--- src/rtl/byte_serial_add_ctrl_pkg.sv ---
// Shared types and constants for the byte-serial adder controller.
package byte_serial_add_ctrl_pkg;

  localparam int BYTE_W     = 8;
  localparam int NBYTES_DEF = 4;

  typedef enum logic [1:0] {
    IDLE = 2'd0,
    RUN  = 2'd1,
    DONE = 2'd2
  } state_t;

endpackage

--- src/rtl/byte_serial_add_ctrl_if.sv ---
// Request/result bundle for byte_serial_add_ctrl.
// Optional BYTE_SERIAL_SUB_EN adds the sub_op request bit.
interface byte_serial_add_ctrl_if
  import byte_serial_add_ctrl_pkg::*;
#(
  parameter int NBYTES = NBYTES_DEF
);

  logic                       start;
  logic [BYTE_W*NBYTES-1:0]   a_in;
  logic [BYTE_W*NBYTES-1:0]   b_in;
  logic                       cin;
`ifdef BYTE_SERIAL_SUB_EN
  logic                       sub_op;
`endif
  logic                       busy;
  logic                       done;
  logic [BYTE_W*NBYTES-1:0]   sum_out;
  logic                       cout_out;

  // Requester side
  modport master (
    output start, a_in, b_in, cin,
`ifdef BYTE_SERIAL_SUB_EN
    output sub_op,
`endif
    input  busy, done, sum_out, cout_out
  );

  // Controller side
  modport slave (
    input  start, a_in, b_in, cin,
`ifdef BYTE_SERIAL_SUB_EN
    input  sub_op,
`endif
    output busy, done, sum_out, cout_out
  );

endinterface

--- src/rtl/byte_serial_add_ctrl_carrySellect8.sv ---
// 8-bit carry-select adder: low nibble ripples, high nibble is computed
// for both carry-in values and the low-nibble carry picks one.
module carrySellect8 (
  input  logic [7:0] i_a,
  input  logic [7:0] i_b,
  input  logic       i_cin,
  output logic [7:0] o_sum,
  output logic       o_cout
);

  logic [4:0] w_lo;
  logic [4:0] w_hi0;
  logic [4:0] w_hi1;

  assign w_lo  = {1'b0, i_a[3:0]} + {1'b0, i_b[3:0]} + {4'b0000, i_cin};
  assign w_hi0 = {1'b0, i_a[7:4]} + {1'b0, i_b[7:4]};
  assign w_hi1 = {1'b0, i_a[7:4]} + {1'b0, i_b[7:4]} + 5'd1;

  assign o_sum  = {(w_lo[4] ? w_hi1[3:0] : w_hi0[3:0]), w_lo[3:0]};
  assign o_cout = w_lo[4] ? w_hi1[4] : w_hi0[4];

endmodule

--- src/rtl/byte_serial_add_ctrl.sv ---
// Byte-serial wide adder: one shared 8-bit adder, one limb per cycle, LSB first.
// Optional BYTE_SERIAL_SUB_EN: sub_op=1 computes A-B (cout_out=1 means no borrow).
//
// state | meaning
// IDLE  | waiting for start; operands captured on accept
// RUN   | one limb added per cycle, index 0..NBYTES-1
// DONE  | result/carry copied to outputs, done flagged
module byte_serial_add_ctrl
  import byte_serial_add_ctrl_pkg::*;
#(
  parameter int NBYTES = NBYTES_DEF
) (
  input logic                  clk,
  input logic                  rst_n,
  byte_serial_add_ctrl_if.slave bus
);

  localparam int W     = BYTE_W * NBYTES;
  localparam int IDX_W = (NBYTES > 1) ? $clog2(NBYTES) : 1;
  localparam logic [IDX_W-1:0] LAST_IDX = IDX_W'(NBYTES - 1);

  state_t           r_state;
  logic [IDX_W-1:0] r_idx;
  logic [W-1:0]     r_a;
  logic [W-1:0]     r_b;
  logic [W-1:0]     r_res;
  logic             r_carry;
  logic [W-1:0]     r_sum;
  logic             r_cout;
  logic             r_busy;
  logic             r_done;

  logic [BYTE_W-1:0] w_a_limb;
  logic [BYTE_W-1:0] w_b_limb;
  logic [BYTE_W-1:0] w_sum;
  logic              w_cout;

  // Current limb of each captured operand feeds the shared adder.
  assign w_a_limb = r_a[BYTE_W*r_idx +: BYTE_W];
  assign w_b_limb = r_b[BYTE_W*r_idx +: BYTE_W];

  carrySellect8 u_add (
    .i_a    (w_a_limb),
    .i_b    (w_b_limb),
    .i_cin  (r_carry),
    .o_sum  (w_sum),
    .o_cout (w_cout)
  );

  // Sequencer FSM with registered outputs. done rises together with the
  // sum_out/cout_out load that happens while in DONE, so the pulse always
  // flags freshly valid data.
  always_ff @(posedge clk or negedge rst_n) begin
    if (!rst_n) begin
      r_state <= IDLE;
      r_idx   <= '0;
      r_a     <= '0;
      r_b     <= '0;
      r_res   <= '0;
      r_carry <= 1'b0;
      r_sum   <= '0;
      r_cout  <= 1'b0;
      r_busy  <= 1'b0;
      r_done  <= 1'b0;
    end else begin
      r_done <= 1'b0;
      case (r_state)
        IDLE: begin
          if (bus.start) begin
            r_a <= bus.a_in;
`ifdef BYTE_SERIAL_SUB_EN
            // Subtraction: A + ~B + 1; inverting at capture keeps the adder path plain.
            r_b     <= bus.sub_op ? ~bus.b_in : bus.b_in;
            r_carry <= bus.sub_op ? 1'b1 : bus.cin;
`else
            r_b     <= bus.b_in;
            r_carry <= bus.cin;
`endif
            r_idx   <= '0;
            r_busy  <= 1'b1;
            r_state <= RUN;
          end
        end
        RUN: begin
          r_res[BYTE_W*r_idx +: BYTE_W] <= w_sum;
          r_carry <= w_cout;
          if (r_idx == LAST_IDX) begin
            r_busy  <= 1'b0;
            r_state <= DONE;
          end else begin
            r_idx <= r_idx + IDX_W'(1);
          end
        end
        DONE: begin
          r_sum   <= r_res;
          r_cout  <= r_carry;
          r_done  <= 1'b1;
          r_state <= IDLE;
        end
        default: begin
          r_busy  <= 1'b0;
          r_state <= IDLE;
        end
      endcase
    end
  end

  assign bus.busy     = r_busy;
  assign bus.done     = r_done;
  assign bus.sum_out  = r_sum;
  assign bus.cout_out = r_cout;

endmodule

--- src/flat_wrapper.sv ---
// flat-port wrapper written by rule: the top's interface ports become plain ports
module byte_serial_add_ctrl_flat import byte_serial_add_ctrl_pkg::*;
#(
  parameter int NBYTES = NBYTES_DEF
)
  (clk, rst_n, bus_start, bus_a_in, bus_b_in, bus_cin, bus_busy, bus_done, bus_sum_out, bus_cout_out);
  byte_serial_add_ctrl_if #(.NBYTES(NBYTES)) bus_i ();
  input logic clk;
  input logic rst_n;
  input wire logic [$bits(bus_i.start)-1:0] bus_start;
  input wire logic [$bits(bus_i.a_in)-1:0] bus_a_in;
  input wire logic [$bits(bus_i.b_in)-1:0] bus_b_in;
  input wire logic [$bits(bus_i.cin)-1:0] bus_cin;
  output wire logic [$bits(bus_i.busy)-1:0] bus_busy;
  output wire logic [$bits(bus_i.done)-1:0] bus_done;
  output wire logic [$bits(bus_i.sum_out)-1:0] bus_sum_out;
  output wire logic [$bits(bus_i.cout_out)-1:0] bus_cout_out;
  assign bus_i.start = bus_start;
  assign bus_i.a_in = bus_a_in;
  assign bus_i.b_in = bus_b_in;
  assign bus_i.cin = bus_cin;
  assign bus_busy = bus_i.busy;
  assign bus_done = bus_i.done;
  assign bus_sum_out = bus_i.sum_out;
  assign bus_cout_out = bus_i.cout_out;
  byte_serial_add_ctrl #(.NBYTES(NBYTES)) u_core (.clk(clk), .rst_n(rst_n), .bus(bus_i));
endmodule
--- config.mk ---
export PLATFORM = sky130hd
export DESIGN_NAME = byte_serial_add_ctrl_flat
export DESIGN_NICKNAME = d
export VERILOG_FILES = /design/src/rtl/byte_serial_add_ctrl_pkg.sv /design/src/rtl/byte_serial_add_ctrl_if.sv /design/src/rtl/byte_serial_add_ctrl_carrySellect8.sv /design/src/rtl/byte_serial_add_ctrl.sv /design/src/flat_wrapper.sv
export SDC_FILE = /design/constraint.sdc
export NUM_CORES = 1
export LEC_CHECK = 0
export CAP_MARGIN = 20
export CORE_ASPECT_RATIO = 1.1
export CORE_MARGIN = 3
export CORE_UTILIZATION = 25
export CTS_CLUSTER_SIZE = 30
export DETAILED_ROUTE_END_ITERATION = 16
export GPL_TIMING_DRIVEN = 0
export PLACE_DENSITY = 0.54
export SYNTH_ARGS = -nofsm -noshare
export SYNTH_HDL_FRONTEND = slang
export SYNTH_SLANG_ARGS = --single-unit
--- constraint.sdc ---
create_clock -name clk -period 8.5 [get_ports clk]
set_input_delay 1.7 -clock clk [delete_from_list [all_inputs] [get_ports clk]]
set_output_delay 1.7 -clock clk [all_outputs]
set_load 0.05 [all_outputs]
[After elaboration in Yosys (flattened, before gate mapping)]
Cells that the tools add are included.
Word-level totals
  word-level logic and storage cells: 49
  output and inout port bits: 35
  bits of input ports: 68
  bits in registers: 136
Operators by class
  shift-type cells: 4
  mux-type cells: 15
  $add $sub $neg: 6
  bitwise operators: 1
  reductions and logical operators: 7
  equal/unequal tests: 6
Operators by type and width (count)
  32-bit by 6-bit variable part select with 8-bit output: 2
  5-bit negation with 34-bit output: 1
  8-bit by 34-bit variable shift with 32-bit output, first input constant: 1
  8-bit by 34-bit variable part select with 32-bit output: 1
  32-bit bitwise mux: 1
  4-bit by 4-bit adder with 5-bit output: 2
  2-bit 2-to-1 mux: 4
  2-bit one-hot mux with 2 select lines: 2
  2-bit AND reduction: 3
  3-bit AND reduction: 2
  5-bit by 1-bit adder with 5-bit output: 1
  5-bit by 1-bit adder with 5-bit output, second input constant: 1
  1-bit 2-to-1 mux: 5
  2-bit == test, second input constant: 2
  4-bit 2-to-1 mux: 1
  2-bit inequality test, second input constant: 2
  1-bit one-hot mux with 3 select lines: 1
  2-bit by 1-bit adder with 2-bit output, second input constant: 1
  2-bit by 1-bit == test with 1-bit output, second input constant: 1
  2-bit logical NOT: 1
  2-bit by 1-bit inequality test with 1-bit output, second input constant: 1
  1-bit one-hot mux with 2 select lines: 1
  2-bit nonzero test: 1
  1-bit inverter: 1

[Longest topological paths before layout]
Gate-level depths: netlist (run 1).
  depth after elaboration: 6
  depth in mapped cells: 12
  mapped depth without buffers: 10

[Cells and area by module]
Synthesis (run 1) repeated with hierarchy kept, for this count alone.
Second synthesis, totals
  cells, all modules: 442
  area, all modules: 6272.3 um2
By module, submodules not included
  byte_serial_add_ctrl: times used 1, area each 5890.6 um2, cells an instance 395, sequential area each 3403.3 um2
  carrySellect8: times used 1, area each 381.6 um2, cells an instance 47, sequential area each 0.0 um2

[Least setup slack after synthesis (run 1)]
Ideal clock, no wire load.
  path kind: flip-flop to flip-flop
  start: register u_core.r_idx[0]
  end: register u_core.r_carry
  library setup time: 126 ps
  setup slack: 4944 ps
  stages on the path, launching flop included: 13
  period minus slack after synthesis: 3556 ps
  path buffers: 2
  data required time: 8374 ps
  arrival time: 3430 ps
  cells stage by stage: dfrtp_1 -> buf_2 -> buf_2 -> mux4_2 -> ha_1 -> inv_1 -> fa_1 -> inv_1 -> ha_1 -> nand2_1 -> or4b_1 -> xor2_1 -> a221o_1
On the way
  cells in the longest elaborated chain, start to end: 5
  elaborated cells between the ends (all ways): 8
  those cells by class: 4 x add/sub; 2 x shift; 2 x mux
Ends and longest elaborated chain
  from (decl): RTL line byte_serial_add_ctrl.sv:23  | logic [IDX_W-1:0] r_idx;
  from (signal assigned): RTL line byte_serial_add_ctrl.sv:91  | r_idx <= r_idx + IDX_W'(1);
  32-bit by 6-bit variable part select with 8-bit output (on tied branches): RTL line byte_serial_add_ctrl.sv:39, byte_serial_add_ctrl.sv:40
  4-bit by 4-bit adder with 5-bit output (on tied branches): RTL line byte_serial_add_ctrl_carrySellect8.sv:16, byte_serial_add_ctrl_carrySellect8.sv:17, byte_serial_add_ctrl_carrySellect8.sv:15
  5-bit by 1-bit adder with 5-bit output (on tied branches): RTL line byte_serial_add_ctrl_carrySellect8.sv:17, byte_serial_add_ctrl_carrySellect8.sv:15
  1-bit 2-to-1 mux (*): RTL line byte_serial_add_ctrl_carrySellect8.sv:20  | assign o_cout = w_lo[4] ? w_hi1[4] : w_hi0[4];
  1-bit one-hot mux with 2 select lines (*): RTL line byte_serial_add_ctrl.sv:67  | case (r_state)
  to (signal assigned): RTL line byte_serial_add_ctrl.sv:77  | r_carry <= bus.cin;
  to (signal assigned): RTL line byte_serial_add_ctrl.sv:86  | r_carry <= w_cout;
  to (decl): RTL line byte_serial_add_ctrl.sv:27  | logic r_carry;
Every way passes the cells marked *; elsewhere a longest branch is shown, timed or not.
A chain may end at the register's enable or synchronous reset.

[Final worst setup path (run 1)]
  start: register u_core.r_idx[1]
  end: register u_core.r_carry
Same word-level chain as after synthesis.

==> results of run 1 <==
-- worst max-delay path, cell delays in order, from the launching register on --
cell,delay [ns]
dfrtp_1,0.40
clkbuf_1,0.50
buf_1,0.70
mux4_2,0.44
ha_1,0.24
inv_1,0.07
fa_1,0.42
inv_1,0.09
ha_1,0.16
nand2_1,0.04
or4b_1,0.52
xor2_1,0.17
a221o_1,0.33
-- synthesized netlist by cell type --
cell,n,share of area [%]
o21a_1,1,0.13
o21ai_0,18,1.5
ha_1,14,3.0
a22o_1,16,2.4
nand3b_1,1,0.13
nor2b_1,2,0.21
dfrtp_1,136,58
and2_1,1,0.11
nor2_1,11,0.71
or3_1,1,0.11
mux2_2,97,19
nand3_1,3,0.26
xnor2_1,3,0.45
mux4_2,16,6.2
a21o_2,1,0.15
nand2b_1,5,0.54
a21oi_1,7,0.60
a21oi_2,1,0.15
o22ai_1,1,0.11
fa_1,3,1.0
and3_1,1,0.11
or4b_1,1,0.17
a21o_1,1,0.13
nand4_1,4,0.43
buf_1,2,0.13
xor2_1,4,0.60
inv_1,12,0.77
nor3_1,1,0.086
clkbuf_1,4,0.26
buf_2,10,0.86
a221o_1,1,0.17
nand2_1,25,1.6
-- final timing paths --
kind                                               end  depth (start not counted)        startpoint
worst min-delay path                  u_core.r_res[13]                          2  u_core.r_res[13]
worst min register to register        u_core.r_res[13]                          2  u_core.r_res[13]
worst max-delay path                    u_core.r_carry                         12   u_core.r_idx[1]
max in group asynchronous       u_core.bus.sum_out[30]                          2             rst_n
min in group asynchronous               u_core.r_a[17]                          1             rst_n
worst max register to register          u_core.r_carry                         12   u_core.r_idx[1]
-- sequential cells by signal, indices dropped and copies added, names as in the netlist --
register and cells:
u_core.bus.busy 1, u_core.bus.cout_out 1, u_core.bus.done 1, u_core.bus.sum_out 32
u_core.r_a 32, u_core.r_b 32, u_core.r_carry 1, u_core.r_idx 2
u_core.r_res 32, u_core.r_state 2
-- logic make-up after synthesis --
kind of cell | count (synthesis) | synth area share [%]
AOI/OAI and AO/OA | 47 | 5.37
xor gates and xnor gates | 7 | 1.05
adders and majority gates | 17 | 4.02
buffers and inverters | 28 | 2.01
DFF | 136 | 58.2
muxes | 113 | 24.9
and+or+nand+nor | 56 | 4.45
-- metrics by stage --
stage	util (%)	setup WS (ns)
floorplan	-	4.94
global placement	31.6	0.478
detailed placement	31.7	4.24
CTS	34.3	4.21
global route	34.3	4.09
finish	34.3	4.31
-- area by class of cell --
cell class                      instances  share of cell area (%)
Clock inverter                         13                    1.99
Tap cell                              300                    4.77
Multi-Input combinational cell        240                    29.5
Buffer                                 16                   0.922
Inverter                               12                   0.572
Timing Repair Buffer                  103                    13.3
Sequential cell                       136                    43.3
Clock buffer                           19                    5.63
-- layer usage --
layer | vias up | track usage [%] | routed length [µm]
li1 | 1703 | - | -
met1 | 1825 | 15.4 | 6220
met2 | 97 | 20.5 | 7370
met3 | 16 | 3.33 | 658
met4 | 0 | 3.24 | 151
met5 | - | 0 | 0
==> summary.txt, run 1 <==
Run status
  • Run status: completed

Critical path
  • CP endpoint kind: flip-flop
  • CP arrival: 4.49 ns
  • Peak fanout along the critical path: 10
  • Setup Crit Path Kind: reg2reg
  • Worst Path Required: 8.80 ns
  • Startpoint Class: flip-flop
  • R2r setup slk: 4.31 ns

Die
  • Row count: between 50 and 60
  • Width of the die: around 150 µm
  • Die height: 166 µm
  • Core area: roughly 23,000 µm²
  • Initial Util: 25.5%
  • Die area: 25,300 µm²
  • Io pins: 103

Final layout
  • Design area: a little under 8000 µm²
  • Commonest non-fill, non-tap cell in the layout: dfrtp_1
  • # fillers: between 2,000 and 2,500
  • Total area of sequential cells: around 3400 µm²
  • Most frequent cells in the layout: dfrtp_1, clkdlybuf4s50_1, mux2_2
  • Finished Layout Cells: 839
  • Synth-to-Final Area Change: 34.6%
  • N_diodes: 0
  • Layout cells sized above 1: 29.3%
  • Layout Nets: slightly above 600
  • Multi-input logic area: 2320 µm²

Min path
  • Tightest Hold Check Type: reg2reg

Timing
  • Hold slack: 0.495 ns
  • RSZ-0062 raised after global routing: false
  • Period utilisation layout: between 40% and 50%
  • Setup TNS: 0 ns
  • Slew HR: 44.3%
  • Final Hold Vio Count: 0
  • Max Slew Vio Count: 0
  • Worst-margin pin slew: 0.836 ns
  • Fin crit period: roughly 4.2 ns
  • Max Clk Rate: 0.238 GHz
  • Clock Skew: about 0.012 ns
  • Setup violators final: 0

Place
  • Hpwl dp: 10,600 µm
  • Placed Area: 7270 µm²
  • IO Port Bufs: 102
  • Placed cells: approximately 800
  • Final Wtd Congestion: 0.766

Clocking
  • CTS max path bufs: 2
  • Clk pin slew, worst setup/hold paths: 0.06 ns
  • Clk_lat worst skew: 0.42 ns
  • Post-CTS Hold Buffers: 0
  • CTS Root Cell: clkbuf_16
  • H-tree lvl count: 4
  • Post-cts resize count: 0
  • Total CTS buffers: 17
  • Sink Count: 136
  • Postcts setup bufs: 0
  • CTS tree: yes

Global routing
  • Vias in the first global route: 4,102
  • Initial antenna violation count: 0
  • First-pass GRT wire length: 23,100 µm
  • Largest net degree at the start of global routing: 86
  • Grt ovf: 0
  • GR Util All Layers: 12.2%

Detailed routing
  • Vias post-DR: roughly 3,600
  • Antenna Nets Post-Route: 0
  • Drt initial violations: around 160
  • Iteration count of the initial detailed-routing pass: 4
  • Routed wire length: between 10,000 and 15,000 µm
  • Drt wl/cell: 17.2 µm
  • # DRC: 0
  • Vias per cell: 4.34

Synthesis
  • Syn_nets: 489
  • FF+latch count, synth: 136
  • Synth Cell Area: 5840 µm²
  • Syn_area_per_cell: 14.5 µm²
  • Seq/Total Area, Yosys: about three fifths
  • Post-synth cell types: 32
  • Ys Warns: 0
  • Post-Syn Instances: 404

Flow run
  • Max-cap violations: 0
Power of run 1 is not shown: default switching activity piles up to over one toggle a cycle in this logic, so the estimate is an artifact.
==> run 2, diff against run 1 <==
==> constraint.sdc (replaced) <==
create_clock -name clk -period 3.9 [get_ports clk]
set_input_delay 0.78 -clock clk [delete_from_list [all_inputs] [get_ports clk]]
set_output_delay 0.78 -clock clk [all_outputs]
set_load 0.05 [all_outputs]
==> summary.txt, run 2 (synthesis gave the netlist of run 1 again) <==
Timing
  • Slew HR: 45.9%
  • Hold slack: 0.323 ns
  • RSZ-0062 raised after global routing: false
  • Period utilisation layout: 94.1%
  • Setup violators final: 0
  • Worst-margin pin slew: 0.805 ns
  • Clock Skew: 0.0116 ns
  • Max Slew Vio Count: 0
  • Final Hold Vio Count: 0
  • Max Clk Rate: 0.272 GHz
  • Fin crit period: 3.67 ns

Critical path
  • CP arrival: 3.97 ns
  • FF-to-FF Start: u_core.r_idx[0]
  • Peak fanout along the critical path: 10
  • Worst Path Required: approximately 4.2 ns
  • Worst Setup SP: u_core.r_idx[0]
  • Critical-path cell list: buf_4 -> buf_6 -> mux4_2 -> ha_1 -> inv_1 -> fa_1 -> inv_1 -> ha_1 -> nand2_1 -> or4b_1 -> xor2_1 -> a221o_1
  • Slowest-stage cell, CP: mux4_2
  • CP peak stage delay: 0.55 ns
  • Startpoint Class: flip-flop
  • Critical path's top delay family: adder cells
  • Setup Crit Path Kind: reg2reg
  • Crit path buf inv count: 4
  • CP endpoint kind: flip-flop

Clocking
  • CTS max path bufs: 2
  • Total CTS buffers: 17
  • Post-CTS Hold Buffers: 0
  • Post-cts resize count: 5
  • H-tree lvl count: 4
  • CTS Root Cell: clkbuf_16
  • Clk pin slew, worst setup/hold paths: 0.06 ns
  • Postcts setup bufs: 0
  • Clk_lat worst skew: 0.42 ns
  • CTS tree: yes
  • Sink Count: ~140

Final layout
  • Final Util: 34.3%
  • Layout Nets: 610
  • Synth-to-Final Area Change: 34.7%
  • Finished Layout Cells: 838
  • Most frequent cells in the layout: dfrtp_1, clkdlybuf4s50_1, mux2_2
  • Layout cells sized above 1: 29.6%
  • N_diodes: 0
  • Commonest non-fill, non-tap cell in the layout: dfrtp_1

Global routing
  • Grt ovf: 0
  • First-pass GRT wire length: around 23,000 µm
  • Vias in the first global route: approximately 4,100
  • GR Util All Layers: between 10 and 15%
  • Largest net degree at the start of global routing: 86
  • Initial antenna violation count: 0

Detailed routing
  • Iteration count of the initial detailed-routing pass: 4
  • Drt wl/cell: 17.1 µm
  • Drt initial violations: 161
  • Vias per cell: 4.36
  • DR WL met3: 757 µm
  • Metal2 WL: 7240 µm
  • DR top layer: met4
  • Antenna Nets Post-Route: 0
  • Vias post-DR: 3,651
  • # DRC: 0
  • Met1 Routed Length: 6120 µm
  • Routed wire length: 14,300 µm

Die
  • Core area: roughly 23,000 µm²
  • Io pins: between 100 and 150
  • Initial Util: 25.5%
  • Width of the die: 152 µm
  • Die height: 166 µm
  • Row count: 58
  • Die area: 25,300 µm²

Place
  • Hpwl dp: 10,600 µm
  • Placed cells: between 800 and 900
  • Final Wtd Congestion: between 0.7 and 0.8
  • IO Port Bufs: 102

Run status
  • Run status: completed

Flow run
  • Max-cap violations: 0

Min path
  • Tightest Hold Check Type: in2async
==> run 2: cell count changes in the layout (fill, tap and decap cells not counted), sizes merged <==
| cell | change |
|---|---|
| buf | -1 |
==> run 2: final cells by class <==
class | instances | area [µm²]
clock inverter | 13 | 156
clock buffer | 19 | 443
fill | 2321 | 15100
inverter | 12 | 45.0
multi-input combinational | 240 | 2320
sequential | 136 | 3400
timing repair buffer | 103 | 1050
tap | 300 | 375
buffer | 15 | 78.8
==> run 2: worst paths after layout <==
path | endpoint | slack, ns | cells past startpoint
min in group clk | u_core.r_res[5] | 0.50 | 2
min | u_core.r_a[13] | 0.32 | 1
max in group asynchronous | u_core.r_b[24] | 2.78 | 2
max reg2reg | u_core.r_carry | 0.23 | 12
max | u_core.r_carry | 0.23 | 12
min reg2reg | u_core.r_res[5] | 0.50 | 2
==> run 2: through the flow <==
stage          setup TNS [ns]  worst slack [ns]  cell area [µm²]
2_1_floorplan               0             0.344             5840
3_3_place_gp          -436.59             -3.20             7240
3_5_place_dp            -3.17            -0.364             7270
4_1_cts                     0            0.0819             7880
5_1_grt                     0            0.0291             7880
6_report                    0             0.229             7880
==> run 2: routing by layer <==
layer / track usage (%) / up-vias
met1: 15.4 / 1838
li1: - / 1703
met3: 3.33 / 17
met5: 0 / -
met4: 3.24 / 0
met2: 20.4 / 93
Power of run 2 is left out for the same reason.
